### config.mk
export PLATFORM = sky130hd
export DESIGN_NAME = inst_queue
export DESIGN_NICKNAME = d
export VERILOG_FILES = /design/src/rtl/inst_queue.sv
export SDC_FILE = /design/constraint.sdc
export NUM_CORES = 1
export LEC_CHECK = 0
export BUFFER_PORTS_ARGS = -buffer_cell sky130_fd_sc_hd__buf_2
export CAP_MARGIN = 20
export CORE_MARGIN = 1.5
export CORE_UTILIZATION = 61
export DETAILED_ROUTE_END_ITERATION = 6
export PLACE_DENSITY = 0.84
export SYNTH_ARGS = -nofsm -noshare
export SYNTH_HDL_FRONTEND = slang
export SYNTH_SLANG_ARGS = --single-unit
### constraint.sdc
create_clock -name clk -period 4.8 [get_ports clk]
set_input_delay 0.48 -clock clk [delete_from_list [all_inputs] [get_ports clk]]
set_output_delay 0.48 -clock clk [all_outputs]
set_load 0.005 [all_outputs]
### src/rtl/inst_queue.sv
// Instruction queue decoupling the fetch pipe register from decode.
// First-word fall-through FIFO with flush and address-exception halt.

package inst_queue_pkg;

    typedef struct packed {
        logic illegal;
        logic miss;
        logic invalid;
    } iaddr_ex_t;

    typedef struct packed {
        logic [31:0] vaddr;
        logic [31:0] inst;
        logic        valid;
        iaddr_ex_t   iaddr_ex;
    } pipe_if_t;

endpackage

module inst_queue
    import inst_queue_pkg::*;
#(
    parameter  int DEPTH = 4,
    localparam int PTR_W = $clog2(DEPTH)
) (
    input  logic             clk,
    input  logic             rst,
    input  pipe_if_t         pipe_if,
    input  logic             pipe_if_flush,
    output logic             ready_o,
    input  logic             deq_ready,
    output logic             deq_valid,
    output pipe_if_t         deq_inst,
    output logic [PTR_W:0]   count,
    output logic             ex_block
);

    localparam logic [PTR_W:0] FULL = DEPTH[PTR_W:0];

    pipe_if_t         mem [DEPTH];
    logic [PTR_W-1:0] wr_ptr;
    logic [PTR_W-1:0] rd_ptr;
    logic             enq;
    logic             deq;

    // Handshake outputs come from registered state only, so fetch sees no
    // combinational path from its own valid or from decode's ready.
    assign ready_o   = (count != FULL) & ~ex_block;
    assign deq_valid = (count != '0);
    assign enq       = pipe_if.valid & ready_o & ~pipe_if_flush;
    assign deq       = deq_valid & deq_ready & ~pipe_if_flush;

    always_comb begin
        // NOTE: default first so every path assigns deq_inst and no latch is inferred.
        deq_inst = '0;
        if (deq_valid) begin
            deq_inst       = mem[rd_ptr];
            deq_inst.valid = 1'b1;
        end
    end

    // NOTE: storage is not reset; occupancy tracking alone decides what is visible.
    always_ff @(posedge clk) begin
        if (enq) begin
            mem[wr_ptr] <= pipe_if;
        end
    end

    // NOTE: non-blocking assignments for all state so every register samples pre-edge values.
    always_ff @(posedge clk) begin
        if (rst || pipe_if_flush) begin
            wr_ptr   <= '0;
            rd_ptr   <= '0;
            count    <= '0;
            ex_block <= 1'b0;
        end else begin
            if (enq) begin
                wr_ptr <= wr_ptr + PTR_W'(1);
                if (pipe_if.iaddr_ex != '0) begin
                    ex_block <= 1'b1;
                end
            end
            if (deq) begin
                rd_ptr <= rd_ptr + PTR_W'(1);
            end
            count <= count + {{PTR_W{1'b0}}, enq} - {{PTR_W{1'b0}}, deq};
        end
    end

    count_in_range : assert property (@(posedge clk) disable iff (rst) count <= FULL);

endmodule

* Word-level counts from Yosys, hierarchy flattened
Memories as Yosys holds them, arrays and structs flattened. A register that Yosys moved wholly into a read port is not among the register bits.
Index checks and enable logic that the tools add are counted.
W data, S select, Z words.
** Word-level totals
- Register bits after elaboration :: 8
- Memories kept :: 1
- Bits in writable memories :: 272
- Bits of input ports :: 72
- Word-level logic and storage cells :: 26
** Cells by class
- Equality and inequality tests :: 1
- Add/subtract/negate cells :: 4
- Multiplexer cells :: 5
- Reduce and logical (&&, ||, !) cells :: 4
- Bitwise operators :: 7
** Memories
- mem :: depth 4, bits a word 68, rd ports 1, clocked after memory_dff 1, write ports 1, line 41 : pipe_if_t mem [DEPTH];
** Operators with widths (number)
- $mux W68 :: 1
- $reduce_bool A3 Y1 :: 2
- $and A1 B1 Y1 :: 5
- $add A2 B1 Y2 const B :: 2
- $mux W2 :: 2
- $add A3 B1 Y3 :: 1
- $ne A3 B3 Y1 const B :: 1
- $sub A3 B1 Y3 :: 1
- $mux W1 :: 2
- $not A1 Y1 :: 2
- $reduce_and A2 Y1 :: 1
- $logic_or A1 B1 Y1 :: 1

* Depth between registers and ports, before layout
- Depth in word-level cells :: 6
- Depth in mapped cells :: 12

* Least setup slack after synthesis
No wires, ideal clock.
- Path type :: input to register
- Start point :: in pipe_if_flush
- End point :: mem mem[0][0] (netlist bit), enable pin
- Data required time :: 4.367 ns
- Path slack :: 1.728 ns
- Stages :: 3
- Setup time :: 0.433 ns
- Arrival time :: 2.639 ns
- Cell sequence :: clkbuf_1 > nor3b_1 > and3_1
** Between the ends
- Longest elaborated chain between the ends :: 4
** Ends and longest elaborated chain
- start, declared :: line 30 : input logic pipe_if_flush,
- $not A1 Y1 :: line 51 : assign enq = pipe_if.valid & ready_o & ~pipe_if_flush;
- $and A1 B1 Y1 :: line 51
- $mux W1 :: line 65 : if (enq) begin
- $mux W1 (implied by the code) :: line 66 : mem[wr_ptr] <= pipe_if;
- end, declared :: line 41
No other way between the ends.

==> impl_results.md <==
- DR top layer: met5
- Met3 routed WL: between 1 and 1.5 mm
- Synth area leader: edfxtp_1
- Core Region: ~17000 sq um
- Total track usage: 21.22%
- Crit path kind: reg -> out
- Dpl hpwl: 10.74 mm
- Leak Pwr: between 0.004 and 0.005 uW
- Post-CTS setup buffer count: 0
- Status: finished clean
- Number of synthesis warnings: 0
- Final TNS setup: 0 ps
- Synth Area in Adders: 0.8897%
- Min Hold Slack: 178.6 ps
- Gpl congestion: 0.7771
- Cell Pwr Density: between 300 and 400 nW/um^2
- Sequential area share after synthesis: 77.17%
- Slew HR: 30.21%
- FMAX: approximately 330 MHz
- Final hold vios: 0
- Number of remaining DRC errors: 0
- Post-CTS Resized: 0
- Clock insertion delay at the later pin of the skew report: 510 ps
- Most frequent cells in the layout: edfxtp_1 (268), buf_2 (145), and2_1 (69)
- Initial antenna violation count: 2
- Gr ovfl total: 0
- Chip height: 135.4 um
- NumNets Final: ~710
- Via-per-instance ratio: a little under 6
- Netlist cell types: 30
- Final Setup Violations: 0
- CTS Hold Bufs: 0
- Mux share of post-synthesis cell area: between 10% and 20%
- Routed via count: 5061
- Metal2 WL: 9.876 mm
- Initial DRT Pass Iterations: 4
- Share of layout cells above drive strength 1: approximately two fifths
- Routed len/inst: 21.50 um
- Met1 wire length: approximately 7.4 mm
- Global-route wire length before repair: ~29 mm
- Area of placed instances: between 10000 and 15000 sq um
- Synth top area cells: edfxtp_1 (75%), mux4_2 (14%), and2_1 (4.0%), dfxtp_1 (1.9%), buf_12 (0.75%)
- Worst setup EP type: output port
- Worst-Margin Slew: 1047 ps
- Total CTS buffers: 26
- Post-route minimum period: 3046 ps
- IO Count: about 150
- Largest family of logic cells by synthesized area: multiplexers
- Worst path arrival time: 2570 ps
- Full die area: 18320 sq um
- Area delta synth->final: 15.49%
- # port buffers: 145
- Initial Util: 62.01%
- Routed wire length: about 19 mm
- CTS tree: done
- Die X-Extent: 135.4 um
- Iteration-0 DRC Markers: 261
- CTS Sinks: between 200 and 300
- HP Class: in -> reg
- Most common cell after layout, fill and taps aside: edfxtp_1
- Crit share post-route: 63.46%
- Worst EP required: 4320 ps
- Worst vdd ir: 0.2736 mV
- ANT nets after route: 0
- Syn_nets: 561
- #FFs+latches synth: roughly 280
- Largest net degree at the start of global routing: 68
- # fillers: 1039
- Mapped Cells: 482
- RSZ-0062 raised after global routing: false
- Synth Area in XOR/XNOR: 0.3278%
- Clock Pin Slew Worst Setup and Hold Paths: approximately 60 ps
- Setup Skew: 6.697 ps
- Clock root cell: clkbuf_16
- Fin. max-slew vios: 0
- Post-Syn Area: 10690 sq um
- Simple-gate share of the synthesized area: 5.174%
- Clock Path Buffers: 3
- Critical Path Start Type: flop
- H-tree depth: 1
- Max_cap viols: 0
- Fin area: 12340 sq um
- Post-synthesis compound-gate area fraction: 0.3395%
- Critical path peak fanout: 36
- Rows: 48
- Vias in the first global route: 5611
- Synth top area share: 75.30%
- Mean post-synth cell area: 22.17 sq um
## worst max-delay path: stages, from the launching register on
cell and delay [ps]:
dfxtp_4 790, buf_12 380, mux4_2 540, and2_1 200, buf_2 130
## cells in the mapped netlist
cell type / number
ha_1: 6
or3_1: 1
xnor2_1: 2
nand2_1: 2
o311ai_0: 1
clkbuf_1: 8
and3_1: 4
xor2_1: 2
o21a_1: 1
inv_1: 5
a21boi_0: 1
nor2_1: 4
or3b_1: 1
o31ai_1: 1
fa_1: 1
dfxtp_1: 10
o21ai_0: 1
buf_12: 4
buf_4: 4
buf_1: 3
nor3_1: 6
mux2i_1: 1
edfxtp_1: 268
or3b_2: 1
mux4_2: 67
nor3b_1: 2
buf_2: 4
nand3_1: 1
and2_1: 69
buf_6: 1
## path summary, 6_finish.rpt
check,startpoint,to,cells after the start,slack (ps)
max reg2reg,count[2],count[2],11,2270
min reg2reg,wr_ptr[1],wr_ptr[1],2,520
min,rst,flop,2,180
max,flop,deq_inst[1],4,1750
## sequential cells by signal, summed over array words and instances, names as in the netlist, named ones only
register  cells
rd_ptr        2
wr_ptr        2
count         3
mem         268
ex_block      1
## layout make-up
class	instances	area, sq um	share of cell area (%)
repair buffers	147	765.7	6.204
flip-flops and latches	278	8255	66.88
well taps	225	281.5	2.281
diodes	1	2.502	0.02027
inverters	5	18.77	0.1521
clock inverters	15	68.82	0.5575
multi-input cells	175	2260	18.31
clock buffers	31	690.7	5.596
## power breakdown
group	switching (uW)	leakage, uW	total, uW	internal (uW)
combinational	99.6	0.00137	192	92.3
sequential	13.5	0.00252	2710	2700
clock	797	0.000367	1810	1020
total	910	0.00425	4720	3810
## through the flow
stage	worst slack, ps	utilization, %	total power, uW	instances
finish	1754	71.61	4718	877
floorplan	1728	-	2856	482
global route	1574	71.60	4861	876
CTS	1666	71.60	4757	876
global placement	2133	67.07	2940	829
detailed placement	2047	67.19	2958	830
## routing by layer
layer	up-vias	GRT usage, %
met5	-	0
met4	2	6.153
met3	40	4.826
met2	163	36.93
met1	2598	27.09
li1	2258	-
## cells by family (layout without fill, tap and decap cells)
kind of cell / Yosys count / after routing
DFF: 278 / 278
AOI/OAI and AO/OA: 5 / 5
xor gates and xnor gates: 4 / 4
and+or+nand+nor: 91 / 91
buffers and inverters: 29 / 198
muxes: 68 / 68
adders and majority gates: 7 / 7
other: 0 / 1
No activity file was read; power rests on OpenSTA's default activity.
